File: src/rtl/jpeg_bit_unpacker_pkg.sv
`default_nettype none
// ============================================================================
// Package  : jpeg_dec_pkg
// Purpose  : Shared types and constants for the JPEG decode-path bit unpacker:
//            unpacker state encoding, JPEG marker codes, buffer widths.
// Revision : 1.0 - initial release
// ============================================================================
package jpeg_dec_pkg;

  // Bit-buffer width; must hold a full peek window plus two appended bytes.
  localparam int BUF_W  = 32;
  // Peek window width: longest Huffman code plus magnitude lookahead.
  localparam int PEEK_W = 16;

  // Byte-stream parser state.
  typedef enum logic [1:0] {
    NORMAL  = 2'd0,
    FF_SEEN = 2'd1,
    MARKER  = 2'd2
  } unpack_state_t;

  // Marker codes (second byte following 0xFF).
  localparam logic [7:0] M_SOI  = 8'hD8;
  localparam logic [7:0] M_EOI  = 8'hD9;
  localparam logic [7:0] M_RST0 = 8'hD0;
  localparam logic [7:0] M_RST1 = 8'hD1;
  localparam logic [7:0] M_RST2 = 8'hD2;
  localparam logic [7:0] M_RST3 = 8'hD3;
  localparam logic [7:0] M_RST4 = 8'hD4;
  localparam logic [7:0] M_RST5 = 8'hD5;
  localparam logic [7:0] M_RST6 = 8'hD6;
  localparam logic [7:0] M_RST7 = 8'hD7;
  localparam logic [7:0] M_DHT  = 8'hC4;
  localparam logic [7:0] M_DQT  = 8'hDB;
  localparam logic [7:0] M_SOS  = 8'hDA;

  // True for any restart marker RST0..RST7.
  function automatic logic is_rst_marker(input logic [7:0] code);
    return (code[7:3] == 5'b11010);
  endfunction

endpackage
`default_nettype wire

File: src/rtl/jpeg_bit_unpacker_shifter.sv
`default_nettype none
// ============================================================================
// Module   : jpeg_bit_shifter
// Purpose  : Combinational buffer update: left-shift the MSB-aligned bit
//            buffer (zero fill) and optionally OR a byte in at a bit
//            position measured from the MSB.
// Revision : 1.0 - initial release
// ============================================================================
module jpeg_bit_shifter
  import jpeg_dec_pkg::*;
(
  input  logic [BUF_W-1:0] buf_in,
  input  logic [4:0]       shift_amt,
  input  logic             ins_en,
  input  logic [7:0]       ins_byte,
  input  logic [5:0]       ins_pos,
  output logic [BUF_W-1:0] buf_out
);

  logic [BUF_W-1:0] shifted;
  logic [BUF_W-1:0] placed;

  // Positions at and beyond ins_pos are zero after the shift, so OR-ing the
  // byte in is equivalent to writing it.
  always_comb begin
    shifted = buf_in << shift_amt;
    placed  = {ins_byte, {(BUF_W-8){1'b0}}} >> ins_pos;
    buf_out = ins_en ? (shifted | placed) : shifted;
  end

endmodule
`default_nettype wire

File: src/rtl/jpeg_bit_unpacker.sv
`default_nettype none
// ============================================================================
// Module   : jpeg_bit_unpacker
// Purpose  : Entropy-coded-segment front end. Accepts compressed bytes,
//            strips 0xFF00 stuffing and 0xFF fill, stops on markers, and
//            presents a 16-bit MSB-aligned peek window to a Huffman decoder
//            that consumes 0..16 bits per cycle.
// Revision : 1.0 - initial release
// ============================================================================
module jpeg_bit_unpacker
  import jpeg_dec_pkg::*;
(
  input  logic              clock,
  input  logic              reset_n,
  input  logic              byte_valid,
  input  logic [7:0]        byte_data,
  output logic              byte_ready,
  output logic [PEEK_W-1:0] peek_data,
  output logic [5:0]        bit_count,
  input  logic              consume_en,
  input  logic [4:0]        consume_len,
  input  logic              align_en,
  output logic              marker_found,
  output logic [7:0]        marker_code,
  input  logic              marker_clear,
  input  logic              flush,
  output logic              underflow_err
);

  unpack_state_t    state;
  logic [BUF_W-1:0] bit_buf;
  logic [BUF_W-1:0] next_buf;
  logic [4:0]       shift_amt;
  logic             underflow_req;
  logic             accept;
  logic             do_append;
  logic [7:0]       append_byte;
  logic [5:0]       base_count;
  logic [5:0]       next_count;

  // Registered bit_count caps occupancy at 24 before a byte is taken, so the
  // buffer can never overflow regardless of what is consumed this cycle.
  assign byte_ready = !flush && (state != MARKER) && (bit_count <= 6'd24);
  assign accept     = byte_valid && byte_ready;
  assign peek_data  = bit_buf[BUF_W-1 -: PEEK_W];

  // Shift selection: align overrides consume; oversize consume is rejected.
  always_comb begin
    shift_amt     = 5'd0;
    underflow_req = 1'b0;
    if (align_en) begin
      shift_amt = {2'b00, bit_count[2:0]};
    end else if (consume_en) begin
      if ({1'b0, consume_len} <= bit_count) begin
        shift_amt = consume_len;
      end else begin
        underflow_req = 1'b1;
      end
    end
  end

  // Destuffing decision: only data bytes and the 0xFF of an 0xFF00 pair land
  // in the buffer; the append goes in after this cycle's shift.
  always_comb begin
    do_append   = accept &&
                  (((state == NORMAL)  && (byte_data != 8'hFF)) ||
                   ((state == FF_SEEN) && (byte_data == 8'h00)));
    append_byte = (state == FF_SEEN) ? 8'hFF : byte_data;
    base_count  = bit_count - {1'b0, shift_amt};
    next_count  = base_count + (do_append ? 6'd8 : 6'd0);
  end

  jpeg_bit_shifter u_shifter (
    .buf_in    (bit_buf),
    .shift_amt (shift_amt),
    .ins_en    (do_append),
    .ins_byte  (append_byte),
    .ins_pos   (base_count),
    .buf_out   (next_buf)
  );

  // Parser FSM, buffer, counters and flags; flush outranks everything.
  always_ff @(posedge clock or negedge reset_n) begin
    if (!reset_n) begin
      state         <= NORMAL;
      bit_buf       <= '0;
      bit_count     <= 6'd0;
      marker_found  <= 1'b0;
      marker_code   <= 8'h00;
      underflow_err <= 1'b0;
    end else if (flush) begin
      state         <= NORMAL;
      bit_buf       <= '0;
      bit_count     <= 6'd0;
      marker_found  <= 1'b0;
      marker_code   <= 8'h00;
      underflow_err <= 1'b0;
    end else begin
      bit_buf   <= next_buf;
      bit_count <= next_count;
      if (underflow_req) begin
        underflow_err <= 1'b1;
      end
      case (state)
        NORMAL: begin
          if (accept && (byte_data == 8'hFF)) begin
            state <= FF_SEEN;
          end
        end
        FF_SEEN: begin
          if (accept) begin
            if (byte_data == 8'h00) begin
              state <= NORMAL;
            end else if (byte_data != 8'hFF) begin
              marker_code  <= byte_data;
              marker_found <= 1'b1;
              state        <= MARKER;
            end
          end
        end
        MARKER: begin
          if (marker_clear) begin
            marker_found <= 1'b0;
            state        <= NORMAL;
          end
        end
        default: state <= NORMAL;
      endcase
    end
  end

endmodule
`default_nettype wire

File: config.mk
export PLATFORM = sky130hd
export DESIGN_NAME = jpeg_bit_unpacker
export DESIGN_NICKNAME = d
export VERILOG_FILES = /design/src/rtl/jpeg_bit_unpacker_pkg.sv /design/src/rtl/jpeg_bit_unpacker_shifter.sv /design/src/rtl/jpeg_bit_unpacker.sv
export SDC_FILE = /design/constraint.sdc
export NUM_CORES = 1
export LEC_CHECK = 0
export CAP_MARGIN = 20
export CORE_ASPECT_RATIO = 1.4
export CORE_UTILIZATION = 45
export CTS_CLUSTER_SIZE = 16
export DETAILED_ROUTE_END_ITERATION = 8
export PLACE_DENSITY = 0.66
export SLEW_MARGIN = 10
export SYNTH_ARGS = -nofsm -noshare
export SYNTH_HDL_FRONTEND = slang
export SYNTH_SLANG_ARGS = --single-unit
File: constraint.sdc
create_clock -name clock -period 5.1 [get_ports clock]
set_input_delay 1.02 -clock clock [delete_from_list [all_inputs] [get_ports clock]]
set_output_delay 1.02 -clock clock [all_outputs]
set_load 0.005 [all_outputs]
# Yosys cells after proc, flatten, opt, wreduce, memory -nomap -nowiden
# Cells that the tools add are included.
[totals] register_bits=50 latchBits=0 mem_bits_rw=0 rom_bits=0 output_inout_bits=33 elab_cells=75 mem_count=0
[classes] add_sub_neg=2 mul=0 div_mod_pow=0 magnitude_cmp=2 eq_ne=12 n_shift=2 muxes=31 bitwise_logic=1 reduce_logical=19
[op_table] cell="two-way mux 32 bit" count=2
[op_table] cell="two-way mux 8 bit" count=6
[op_table] cell="bitwise OR 32 bit" count=1
[op_table] cell="left shift 32 x 5 -> 32 bit" count=1
[op_table] cell="right shift 32 x 6 -> 32 bit" count=1
[op_table] cell="two-way mux 5 bit" count=3
[op_table] cell="two-way mux 2 bit" count=6
[op_table] cell="!= test 3 bit (second input constant)" count=4
[op_table] cell="two-way mux 1 bit" count=10
[op_table] cell="== test 8 bit (second input constant)" count=1
[op_table] cell="logical NOT 8 bit" count=1
[op_table] cell="!= test 8 bit (second input constant)" count=1
[op_table] cell="AND reduction 4 bit" count=2
[op_table] cell="nonzero test 2 bit" count=4
[op_table] cell="logical AND 1 bit" count=7
[op_table] cell="adder 6 x 4 -> 6 bit" count=1
[op_table] cell="<= comparator 5 x 6 -> 1 bit" count=1
[op_table] cell="<= comparator 6 x 5 -> 1 bit (second input constant)" count=1
[op_table] cell="two-way mux 6 bit" count=1
[op_table] cell="one-hot mux 2 bit (3 select lines)" count=1
[op_table] cell="subtractor 6 x 5 -> 6 bit" count=1
[op_table] cell="AND reduction 5 bit" count=1
[op_table] cell="two-way mux 4 bit" count=1
[op_table] cell="!= test 2 bit (second input constant)" count=2
[op_table] cell="other kinds (9)" count=9

# Logic depth before layout (Yosys ltp)
# Gate-level depths: netlist (run 1).
[depth] ltp_word=9 mapped_depth=21

# Modules after synthesis
# Synthesis (run 1) repeated with hierarchy kept, for this count alone.
[hier_totals] hier_cells=587 hier_area_um2=5285.1
[by_module_without_submodules] module="jpeg_bit_shifter" instances=1 cells_per_inst=342 area_per_inst_um2=2748.9 seq_area_each_um2=0.0
[by_module_without_submodules] module="jpeg_bit_unpacker" instances=1 cells_per_inst=245 area_per_inst_um2=2536.2 seq_area_each_um2=1251.2

# Worst setup path before layout (run 1)
# Ideal clock, no wire load.
[synth_timing] path_type="input-to-reg" startpoint="input consume_len[4]" endpoint="register bit_buf[25]" setup_time_ns=0.064 arrival_ns=4.824 required_time_ns=5.036 slack_ns=0.212 cell_stages=17 path_buffers=2 path_cell_list="ha_1 > and3_4 > and3_4 > a211oi_1 > o41ai_4 > inv_2 > buf_2 > buf_1 > ha_1 > o21a_1 > o21a_1 > o311ai_0 > nand3_1 > nor2_1 > nand2_1 > a31oi_1 > o21a_1"
[synth_via] elab_chain_len=9 elab_cells_between_ends=10 cone_classes="1 x add/sub; 1 x order compare; 2 x shift; 5 x mux; 1 x bitwise"
[synth_rtl] element="start: declaration" line_no="jpeg_bit_unpacker.sv:21" rtl="input logic [4:0] consume_len,"
[synth_rtl] element="<= comparator 5 x 6 -> 1 bit" line_no="jpeg_bit_unpacker.sv:54" rtl="if ({1'b0, consume_len} <= bit_count) begin"
[synth_rtl] element="two-way mux 5 bit (*)" line_no="jpeg_bit_unpacker.sv:54"
[synth_rtl] element="two-way mux 5 bit (*)" line_no="jpeg_bit_unpacker.sv:53" rtl="end else if (consume_en) begin"
[synth_rtl] element="two-way mux 5 bit (*)" line_no="jpeg_bit_unpacker.sv:51" rtl="if (align_en) begin"
[synth_rtl] element="subtractor 6 x 5 -> 6 bit" line_no="jpeg_bit_unpacker.sv:69" rtl="base_count = bit_count - {1'b0, shift_amt};"
[synth_rtl] element="right shift 32 x 6 -> 32 bit" line_no="jpeg_bit_unpacker_shifter.sv:27" rtl="placed = {ins_byte, {(BUF_W-8){1'b0}}} >> ins_pos;"
[synth_rtl] element="bitwise OR 32 bit" line_no="jpeg_bit_unpacker_shifter.sv:28" rtl="buf_out = ins_en ? (shifted | placed) : shifted;"
[synth_rtl] element="two-way mux 32 bit (*)" line_no="jpeg_bit_unpacker_shifter.sv:28"
[synth_rtl] element="two-way mux 32 bit (*)" line_no="jpeg_bit_unpacker.sv:91" rtl="end else if (flush) begin"
[synth_rtl] element="end signal: assignment" line_no="jpeg_bit_unpacker.sv:99" rtl="bit_buf <= next_buf;"
[synth_rtl] element="end: declaration" line_no="jpeg_bit_unpacker.sv:31" rtl="logic [BUF_W-1:0] bit_buf;"
# Mark *: on every way between the ends. The rest lies on a longest branch, timed or not.
# A chain may end at the register's enable or synchronous reset.

# Worst setup path in the final report (run 1)
[layout_timing] startpoint="input consume_len[3]" endpoint="register bit_buf[10]"
# The elaborated chain is that of the path after synthesis.

==> summary.txt, run 1 <==
Die
  • Chip Width: 88.4 um
  • Die H: 123 um
  • Row count: 43
  • Initial Util: 47.0%
  • Core area: 0.0100 mm^2
  • Die Area: 0.0109 mm^2
  • # IOs: 53

Synthesis
  • Most area-consuming cells after synthesis: dfrtp_1 27%, mux2i_1 13%, nand2_1 4.7%
  • Syn_area_per_cell: 8.28 um^2
  • Top cell type's share of synthesized area: 26.6%
  • Most common cell in the netlist: mux2i_1
  • Part of the Yosys area used for sequential elements: 26.6%
  • Number of synthesized flops with an enable pin: 0
  • Syn Nets: 601
  • Mapped Cells: 568
  • Commonest cells in the netlist: 60 x mux2i_1, 59 x nand2_1, 50 x dfrtp_1
  • Mapped Area: 0.00470 mm^2
  • Cell accounting for the most synthesized area: dfrtp_1
  • Top_reg_cell synth: dfrtp_1
  • Post-synthesis cell type count: 71
  • Syn. warnings: 0
  • FFs w/ async S/R, synth: 100%
  • Post-synthesis sequential element count: 50

Global route
  • Largest net degree at the start of global routing: 51
  • Antenna violations before repair: 0
  • Total GRT Usage: 31.2%
  • Vias in the first global route: 4674
  • Global-route wire length before repair: 25300 um
  • Gr ovfl total: 0

Clocking
  • CTS Buf Count: 5
  • Clock tree root driver cell: clkbuf_16
  • PostCTS Resize Cnt: 0
  • Clk slew on worst S/H paths: 70 ps
  • CTS H-tree lvls: 2
  • Worst-skew pair later-pin latency: 300 ps
  • CTS Hold Buffers Added: 0
  • CTS tree: done
  • Clk sink count: 50
  • Post-CTS Setup Inserts: 0
  • Bufs on Longest Clock Path: 2

Detailed routing
  • Iteration-0 DRC Markers: 433
  • Final WL: 16000 um
  • Via total after detailed routing: 4640
  • Final ANT Viol Nets: 0
  • Wire length per cell: 21.5 um
  • Vias per cell: 6.25
  • DR pass1 iterations: 5
  • DRC viols: 0

Power
  • Peak supply drop: 427 uV
  • Pwr Density: 603 mW/mm^2
  • Design Power: 0.00333 W
  • Leakage: 2.27 nW

Timing
  • # setup viols final: 0
  • Min cycle time layout: 4750 ps
  • TNS Setup: 0 ps
  • Final Cycle Share: 93.2%
  • Worst slew margin: 34.6%
  • Fmax achieved: 210 MHz
  • Worst Slack Setup Final: 348 ps
  • Final Skew: 6.99 ps
  • Final hold violation count: 0
  • Worst Tran Pin Value: 981 ps
  • Max-slew violation count: 0
  • RSZ-0062 raised after global routing: false

Outcome
  • Status: completed

Critical path
  • Worst Reg2Reg Path Length in Cells: 18
  • Critical path capture point type: register
  • CP Launch Type: input port
  • Crit-path max FO: 8
  • Crit path kind: input port to register
  • Worst path arrival time: 4930 ps
  • WP data required: 5270 ps

Cells and area
  • N_diodes: 0
  • Nets: 639
  • Share of cells above drive strength 1: 12.5%
  • Growth of design area from synthesis to finish: 17.5%

Placed design
  • IO buf count: 52
  • Placed wire-length estimate: 12300 um
  • Placer Congestion: 1.01
  • Setup WS pre-CTS: 96.2 ps

Worst hold path
  • Hold Path Cell Cnt: 2
  • Hold Path Class: register to register

Flow run
  • Total of max-cap violations: 0
[path summary, 6_finish.rpt]
check / start / endpoint / slack (ps)
worst max-delay path: consume_len[3] / bit_buf[10]$_DFF_PN0_ / 350
worst min-delay path: marker_code[3]$_DFFE_PN0P_ / marker_code[3]$_DFFE_PN0P_ / 480
worst max register to register: bit_count[3]$_DFF_PN0_ / bit_buf[10]$_DFF_PN0_ / 1000
worst min register to register: marker_code[3]$_DFFE_PN0P_ / marker_code[3]$_DFFE_PN0P_ / 480
max in group asynchronous: reset_n / bit_buf[0]$_DFF_PN0_ / 3800
min in group asynchronous: reset_n / bit_buf[7]$_DFF_PN0_ / 840
[where the power goes]
part           switching, W  internal (W)  total (W)
combinational       0.00138      0.000976    0.00235
sequential        0.0000994      0.000490   0.000590
clock              0.000156      0.000232   0.000388
[routing by layer]
metal / track usage, % / share of wire [%] / vias up
met1: 35.1 / 39 / 2234
met2: 55.3 / 51 / 182
met4: 18.4 / 6.1 / 0
met5: 0 / 0 / -
met3: 4.14 / 4.3 / 57
li1: - / - / 2167
[stage by stage]
stage	hold WS [ps]	instance area, um^2	cells	utilization, %
2_1_floorplan	473	4700	568	-
3_3_place_gp	467	5350	734	53.5
3_5_place_dp	472	5350	734	53.5
4_1_cts	485	5520	742	55.1
5_1_grt	538	5520	742	55.2
6_report	483	5520	742	55.2
[layout by cell type (no fill, tap or decap), types with 5 or more instances in the layout]
| cell | n |
|---|---|
| o31ai_1 | 5 |
| o22ai_1 | 7 |
| ha_1 | 12 |
| dfrtp_1 | 50 |
| o211ai_1 | 12 |
| nor2b_1 | 10 |
| clkdlybuf4s50_1 | 51 |
| a22oi_1 | 10 |
| nand2_1 | 59 |
| nand4_1 | 5 |
| clkbuf_16 | 5 |
| mux2_2 | 14 |
| nor3b_1 | 5 |
| a211oi_1 | 12 |
| o21a_1 | 11 |
| mux2i_1 | 60 |
| buf_4 | 32 |
| nand2b_1 | 6 |
| o21ai_0 | 29 |
| inv_1 | 18 |
| nor2_1 | 44 |
| a31oi_1 | 7 |
| a21oi_1 | 36 |
| nor3_1 | 23 |
[registers in the layout, indices dropped and copies added (netlist names)]
name,count
state,2
bit_count,6
marker_code,8
marker_found,1
underflow_err,1
bit_buf,32
[cells by family after synthesis]
| kind of cell | after synthesis | synth area share [%] |
|---|---|---|
| AND/OR/NAND/NOR | 175 | 17.7 |
| adder cells (fa/ha/maj) | 13 | 3.62 |
| AO/OA/AOI/OAI | 174 | 26.4 |
| multiplexers | 76 | 16.7 |
| buffers and inverters | 76 | 8.20 |
| XOR/XNOR | 4 | 0.745 |
| flip-flops | 50 | 26.6 |
[critical path: stages]
cell and delay [ps]:
clkdlybuf4s50_1 430, ha_1 330, a21o_1 180, a21oi_1 340, a211o_4 240, a22o_1 260
inv_6 40, ha_1 260, nor2b_1 130, o21a_1 200, o21a_1 180, or2_2 300
inv_1 220, buf_4 200, nor2_1 90, a21oi_1 240, o32a_1 220, nor2_1 50
[final cells by class]
type / count / area (um^2)
clock buffers: 6 / 129
well taps: 135 / 169
fillers: 937 / 4480
repair buffers: 85 / 776
clock inverters: 2 / 37.5
inverters: 22 / 90.1
multi-input cells: 442 / 3070
flip-flops and latches: 50 / 1250
No activity file was read; power rests on OpenSTA's default activity.
==> run 2: changes to the inputs <==
- CORE_UTILIZATION: 45 -> 55
- PLACE_DENSITY: 0.66 -> 0.78
==> run 2 against run 1 <==
  * Critical path depth down 1
  * Sequential share of layout area up 0.12 points
  * Setup slack worse by 64 ps
  * Clock skew up 4.4 ps
  * Total power up 1.5%
  * Critical path type unchanged
  * Largest cell class unchanged
  * Largest power group unchanged
==> summary.txt, run 2 (synthesized netlist as in run 1, its figures left out) <==
Global route
  • Total GRT Usage: 37.2% (was 31.2%)
  • Antenna violations before repair: 0 (unchanged)
  • Largest net degree at the start of global routing: 51 (unchanged)
  • Global-route wire length before repair: 25100 um (was 25300 um)
  • Vias in the first global route: 4590 (was 4674)
  • Gr ovfl total: 0 (unchanged)

Die
  • # IOs: 53 (unchanged)
  • Initial Util: 57.0% (was 47.0%)
  • Core area: 0.00825 mm^2 (was 0.0100 mm^2)
  • Chip Width: 80.1 um (was 88.4 um)
  • Die H: 111 um (was 123 um)
  • Die Area: 0.00893 mm^2 (was 0.0109 mm^2)
  • Row count: 39 (was 43)

Timing
  • Fmax achieved: 208 MHz (was 210 MHz)
  • Worst Tran Pin Value: 971 ps (was 981 ps)
  • Final Skew: 11.4 ps (was 6.99 ps)
  • RSZ-0062 raised after global routing: false (unchanged)
  • Worst Slack Setup Final: 284 ps (was 348 ps)
  • Max-slew violation count: 0 (unchanged)
  • Final Cycle Share: 94.4% (was 93.2%)
  • # setup viols final: 0 (unchanged)
  • Min cycle time layout: 4820 ps (was 4750 ps)
  • Fin Hold WS: 486 ps (was 483 ps)
  • Worst slew margin: 35.3% (was 34.6%)
  • Final hold violation count: 0 (unchanged)
  • TNS Setup: 0 ps (unchanged)

Power
  • Logic gate share of total power: 72.5% (was 70.6%)
  • Peak supply drop: 525 uV (was 427 uV)
  • P_sw: 0.00169 W (was 0.00163 W)
  • Switching share of power: 50.0% (was 49.0%)
  • Internal: 0.00169 W (was 0.00170 W)
  • Pwr Density: 615 mW/mm^2 (was 603 mW/mm^2)
  • Clock Power Share: 10.2% (was 11.6%)
  • Sequential Power Share: 17.3% (was 17.7%)
  • Leakage: 2.28 nW (was 2.27 nW)

Clocking
  • Clk slew on worst S/H paths: 70 ps (about the same)
  • Post-CTS Setup Inserts: 0 (unchanged)
  • Bufs on Longest Clock Path: 2 (unchanged)
  • Worst-skew pair later-pin latency: 300 ps (about the same)
  • PostCTS Resize Cnt: 0 (unchanged)
  • CTS tree: done (unchanged)
  • CTS H-tree lvls: 2 (unchanged)
  • Clk sink count: 50 (unchanged)
  • CTS Buf Count: 5 (unchanged)
  • Clock tree root driver cell: clkbuf_16 (unchanged)
  • CTS Hold Buffers Added: 0 (unchanged)

Cells and area
  • Max reg flops: 32 (unchanged)
  • Biggest regs: bit_buf x32, marker_code x8, bit_count x6 (unchanged)
  • Fillers: 732 (was 937)
  • Commonest cells after routing, fill and taps aside: 60 x mux2i_1, 59 x nand2_1, 51 x clkdlybuf4s50_1 (unchanged)
  • N_diodes: 0 (unchanged)
  • Growth of design area from synthesis to finish: 16.8% (was 17.5%)
  • Commonest non-fill, non-tap cell in the layout: mux2i_1 (unchanged)
  • Final core occ: 66.6% (was 55.2%)
  • Share of cells above drive strength 1: 13.2% (was 12.5%)
  • Finished Cell Area: 0.00549 mm^2 (was 0.00552 mm^2)
  • Top reg by flops: bit_buf (unchanged)
  • Nets: 644 (was 639)

Placed design
  • Setup WS pre-CTS: 53.1 ps (was 96.2 ps)
  • IO buf count: 52 (unchanged)
  • Placement Cell Area: 0.00534 mm^2 (was 0.00535 mm^2)
  • Placed wire-length estimate: 12300 um (about the same)
  • Placer Congestion: 0.992 (was 1.01)

Critical path
  • CP Launch Type: input port (unchanged)
  • Critical path capture point type: register (unchanged)
  • Crit path kind: input port to register (unchanged)
  • Crit-path max FO: 21 (was 8)
  • Worst Reg2Reg Path Length in Cells: 17 (was 18)
  • Slowest cell on crit path: fa_1 (was clkdlybuf4s50_1)
  • Critical path cell sequence: clkdlybuf4s50_1 -> ha_1 -> and3_4 -> and3_4 -> a211o_4 -> a21oi_4 -> inv_4 -> ha_1 -> fa_1 -> buf_12 -> mux2i_1 -> nor3_1 -> a21oi_1 -> nand2_1 -> o41ai_1 -> a22oi_1 -> a21oi_1 (was clkdlybuf4s50_1 -> ha_1 -> a21o_1 -> a21oi_1 -> a211o_4 -> a22o_1 -> inv_6 -> ha_1 -> nor2b_1 -> o21a_1 -> o21a_1 -> or2_2 -> inv_1 -> buf_4 -> nor2_1 -> a21oi_1 -> o32a_1 -> nor2_1)
  • Slowest cell delay on critical path: 580 ps (was 430 ps)
  • Worst path arrival time: 5020 ps (was 4930 ps)
  • WP data required: 5300 ps (was 5270 ps)

Worst hold path
  • Hold Path Cell Cnt: 2 (unchanged)
  • Hold Path Class: register to register (unchanged)

Detailed routing
  • Wire length per cell: 22.5 um (was 21.5 um)
  • Iteration-0 DRC Markers: 519 (was 433)
  • Vias per cell: 6.62 (was 6.25)
  • DRC viols: 0 (unchanged)
  • Via total after detailed routing: 4729 (was 4640)
  • Final ANT Viol Nets: 0 (unchanged)
  • Final WL: 16100 um (was 16000 um)
  • DR pass1 iterations: 5 (unchanged)

Outcome
  • Status: completed (unchanged)

Flow run
  • Total of max-cap violations: 0 (unchanged)
run 2: changes by cell type in the layout (fill, tap and decap cells not counted):
cell	change
a31oi_1	+1
clkinv_2	+1
clkbuf_1	-1
a31oi_2	-1
buf_4	+4
clkbuf_4	+1
bufinv_16	-1
clkinv_4	+1
run 2: through the flow:
| step | power (W) | std cells |
|---|---|---|
| floorplan | 0.00209 | 568 |
| global placement | 0.00296 | 705 |
| detailed placement | 0.00297 | 705 |
| CTS | 0.00333 | 713 |
| global route | 0.00358 | 714 |
| finish | 0.00338 | 714 |
run 2: final cells by class:
class / count / area (um^2) / share of cell area, %
inverter: 22 / 90.1 / 1.64
multi-input combinational: 442 / 3060 / 55.8
timing repair buffer: 90 / 813 / 14.8
clock inverter: 3 / 21.3 / 0.387
clock buffer: 5 / 125 / 2.28
sequential: 50 / 1250 / 22.8
tap: 102 / 128 / 2.32
run 2: power groups by stage:
| stage | Combinational, W | Clock [W] | Sequential, W |
|---|---|---|---|
| finish | 0.00245 | 0.000344 | 0.000586 |
| floorplan | 0.00153 | 0 | 0.000557 |
| detailed placement | 0.00239 | 0 | 0.000589 |
| global placement | 0.00237 | 0 | 0.000585 |
| CTS | 0.00240 | 0.000348 | 0.000581 |
| global route | 0.00263 | 0.000360 | 0.000590 |
run 2: worst max-delay path: cells and delay by family:
family                   cells  cell delay (ps)
AO/OA/AOI/OAI                6             1440
adder cells (fa/ha/maj)      3             1090
buffers and inverters        3              640
multiplexers                 1              270
AND/OR/NAND/NOR              4              530
run 2: path summary, 6_finish.rpt:
check | startpoint | endpoint | slack (ps)
worst max-delay path | consume_len[4] | bit_buf[18]$_DFF_PN0_ | 280
worst min-delay path | marker_code[6]$_DFFE_PN0P_ | marker_code[6]$_DFFE_PN0P_ | 490
worst max register to register | bit_count[2]$_DFF_PN0_ | bit_buf[18]$_DFF_PN0_ | 860
worst min register to register | marker_code[6]$_DFFE_PN0P_ | marker_code[6]$_DFFE_PN0P_ | 490
max in group asynchronous | reset_n | underflow_err$_DFFE_PN0P_ | 3780
min in group asynchronous | reset_n | bit_buf[7]$_DFF_PN0_ | 830
run 2: metal layers:
metal  part of all wire (%)  routed length (um)  vias up  GRT usage (%)
li1                       -                   -     2168              -
met1                     37                6000     2277           42.6
met2                     52                8320      223           64.6
met3                    5.2                 840       61           5.98
met4                    5.6                 903        0           20.1
met5                      0                   0        -              0
==> run 3: changes to the inputs <==
- CORE_UTILIZATION: 55 -> 52
- clock period: 5.1 -> 4.35 ns (I/O delays scaled with it)
==> run 3 against run 2 <==
  * The run now ends with setup timing left
  * Worst hold slack improved by 1.4 ps
  * Largest power group unchanged
  * Combinational power increased by 44%
  * Via count increased by 5.9%
  * Sequential share of layout area decreased by 2.2 points
  * Clock skew decreased by 3.6 ps
  * Final cell count increased by 6.6%
  * Global-route usage increased by 0.59 points
  * First-iteration DRC count unchanged
  * Sequential power increased by 18%
  * Critical path depth increased by 2
  * Die area increased by 5.6%
  * Clock-buffer cell count increased by 1
==> summary.txt, run 3 (synthesized netlist as in run 1, its figures left out) <==
Power
  • Pwr Density: 771 mW/mm^2 (was 615 mW/mm^2)
  • Clock Power Share: 9.9% (was 10.2%)
  • Switching share of power: 47.4% (was 50.0%)
  • Peak supply drop: 452 uV (was 525 uV)
  • Sequential Power Share: 14.8% (was 17.3%)
  • Internal: 0.00246 W (was 0.00169 W)
  • P_sw: 0.00222 W (was 0.00169 W)
  • Leakage: 2.56 nW (was 2.28 nW)
  • Logic gate share of total power: 75.3% (was 72.5%)
  • Design Power: 0.00468 W (was 0.00338 W)

Placed design
  • Placer Congestion: 1.08 (was 0.992)
  • Placement Cell Area: 0.00569 mm^2 (was 0.00534 mm^2)
  • Placed wire-length estimate: 12700 um (was 12300 um)
  • Setup WS pre-CTS: -458 ps (was 53.1 ps)
  • IO buf count: 52 (unchanged)

Global route
  • Largest net degree at the start of global routing: 51 (unchanged)
  • Total GRT Usage: 37.8% (was 37.2%)
  • Vias in the first global route: 4896 (was 4590)
  • Global-route wire length before repair: 26100 um (was 25100 um)
  • Gr ovfl total: 0 (unchanged)
  • Antenna violations before repair: 1 (was 0)

Timing
  • Final Cycle Share: 101%
  • Worst Tran Pin Value: 695 ps (was 971 ps)
  • Worst Slack Setup Final: -25.4 ps (was 284 ps)
  • Max-slew violation count: 0 (unchanged)
  • Final hold violation count: 0 (unchanged)
  • Min cycle time layout: 4380 ps
  • # setup viols final: 2 (was 0)
  • RSZ-0062 raised after global routing: true (was false)
  • Fmax achieved: 229 MHz
  • Worst slew margin: 53.7% (was 35.3%)
  • Final Skew: 7.78 ps (was 11.4 ps)

Clocking
  • Clk slew on worst S/H paths: 70 ps (about the same)
  • CTS H-tree lvls: 2 (unchanged)
  • Clk sink count: 50 (unchanged)
  • CTS tree: done (unchanged)
  • CTS Buf Count: 5 (unchanged)
  • Bufs on Longest Clock Path: 2 (unchanged)
  • Clock tree root driver cell: clkbuf_16 (unchanged)
  • CTS Hold Buffers Added: 0 (unchanged)
  • Worst-skew pair later-pin latency: 310 ps (was 300 ps)

Cells and area
  • N_diodes: 0 (unchanged)
  • Share of cells above drive strength 1: 24.2% (was 13.2%)
  • Commonest cells after routing, fill and taps aside: 79 x buf_4, 58 x nand2_1, 57 x mux2i_1 (was 60 x mux2i_1, 59 x nand2_1, 51 x clkdlybuf4s50_1)
  • Commonest non-fill, non-tap cell in the layout: buf_4 (was mux2i_1)
  • Finished Cell Area: 0.00607 mm^2 (was 0.00549 mm^2)
  • Growth of design area from synthesis to finish: 29.2% (was 16.8%)
  • Top reg by flops: bit_buf (unchanged)
  • Nets: 688 (was 644)
  • Max reg flops: 32 (unchanged)
  • Biggest regs: bit_buf x32, marker_code x8, bit_count x6 (unchanged)

Die
  • Die Area: 0.00943 mm^2 (was 0.00893 mm^2)
  • Row count: 40 (was 39)
  • Core area: 0.00866 mm^2 (was 0.00825 mm^2)
  • Chip Width: 82.4 um (was 80.1 um)
  • # IOs: 53 (unchanged)
  • Initial Util: 54.3% (was 57.0%)
  • Die H: 114 um (was 111 um)

Critical path
  • Slowest cell on crit path: clkdlybuf4s50_1 (was fa_1)
  • WP data required: 4530 ps (was 5300 ps)
  • Most used cell, CP: buf_4
  • Crit-path max FO: 8 (was 21)
  • CP Launch Type: input port (unchanged)
  • Crit path kind: input port to register (unchanged)
  • Worst path arrival time: 4550 ps (was 5020 ps)
  • Critical path cell sequence: clkdlybuf4s50_1 -> ha_1 -> nor2b_2 -> o21ai_2 -> a211o_4 -> a22o_4 -> inv_6 -> ha_1 -> nor2b_1 -> o21a_1 -> buf_4 -> o211ai_1 -> o311ai_4 -> buf_4 -> nand2_1 -> nor2_1 -> buf_4 -> a2bb2oi_1 -> nor2_1 (was clkdlybuf4s50_1 -> ha_1 -> and3_4 -> and3_4 -> a211o_4 -> a21oi_4 -> inv_4 -> ha_1 -> fa_1 -> buf_12 -> mux2i_1 -> nor3_1 -> a21oi_1 -> nand2_1 -> o41ai_1 -> a22oi_1 -> a21oi_1)
  • Slowest cell delay on critical path: 440 ps (was 580 ps)
  • Critical path capture point type: register (unchanged)

Detailed routing
  • Vias per cell: 6.58 (was 6.62)
  • Wire length per cell: 22.3 um (was 22.5 um)
  • Final ANT Viol Nets: 0 (unchanged)
  • DR pass1 iterations: 5 (unchanged)
  • Via total after detailed routing: 5006 (was 4729)
  • Iteration-0 DRC Markers: 519 (unchanged)
  • DRC viols: 0 (unchanged)
  • Final WL: 17000 um (was 16100 um)

Flow run
  • Total of max-cap violations: 0 (unchanged)

Outcome
  • Status: finished, violations left (was completed)
  • Failing checks: setup timing

Worst hold path
  • Hold Path Class: register to register (unchanged)
[run 3: repair_timing]
item                                   in CTS  in global routing
endpoints found under the hold margin       0                  0
setup buffers                               0                  1
pin swaps                                   6                  6
resized for setup                          15                 27
cloned                                      1                  0
setup endpoints to repair                  16                 34
[run 3: per-stage QoR]
stage               setup TNS, ps  instances  hold WS, ps  util, %
floorplan                   -13.2        568          473        -
global placement            -8220        750          461     65.8
detailed placement         -10190        750          478     65.8
CTS                         -11.5        759          496     68.6
global route                -1110        761          509     70.1
finish                      -30.0        761          487     70.1
[run 3: layer usage]
layer	track usage, %	up-vias	routed length, um
li1	-	2263	-
met1	41.3	2333	5980
met2	64.0	308	8480
met3	8.21	102	1220
met4	24.6	0	1310
met5	0	-	0
[run 3: worst max-delay path: cells and delay by family]
family          cells  cell delay [ps]
compound gates      7             1650
fa+ha+maj           2              530
buf+inv             5              980
simple gates        5              540
[run 3: final timing paths]
check                                                 from                          to  slack, ps  cells after the start
worst max-delay path                        consume_len[1]        bit_buf[7]$_DFF_PN0_        -30                     19
min in group asynchronous                          reset_n        bit_buf[7]$_DFF_PN0_        690                      2
max in group asynchronous                          reset_n       bit_buf[27]$_DFF_PN0_       3190                      2
worst max register to register      bit_count[2]$_DFF_PN0_        bit_buf[7]$_DFF_PN0_        350                     19
worst min-delay path            marker_code[5]$_DFFE_PN0P_  marker_code[5]$_DFFE_PN0P_        490                      2
worst min register to register  marker_code[5]$_DFFE_PN0P_  marker_code[5]$_DFFE_PN0P_        490                      2
[run 3: power by group through the flow]
stage               logic (W)  registers, W  clock network [W]
finish                0.00352      0.000694           0.000465
floorplan             0.00187      0.000656                  0
global route          0.00375      0.000703           0.000484
detailed placement    0.00313      0.000697                  0
global placement      0.00307      0.000692                  0
CTS                   0.00325      0.000690           0.000464
[run 3: area by class of cell]
class / instances / area [um^2]
multi-input combinational: 442 / 3290
timing repair buffer: 134 / 1150
fill: 700 / 2590
sequential: 50 / 1250
clock buffer: 6 / 129
inverter: 22 / 90.1
clock inverter: 2 / 37.5
tap: 105 / 131
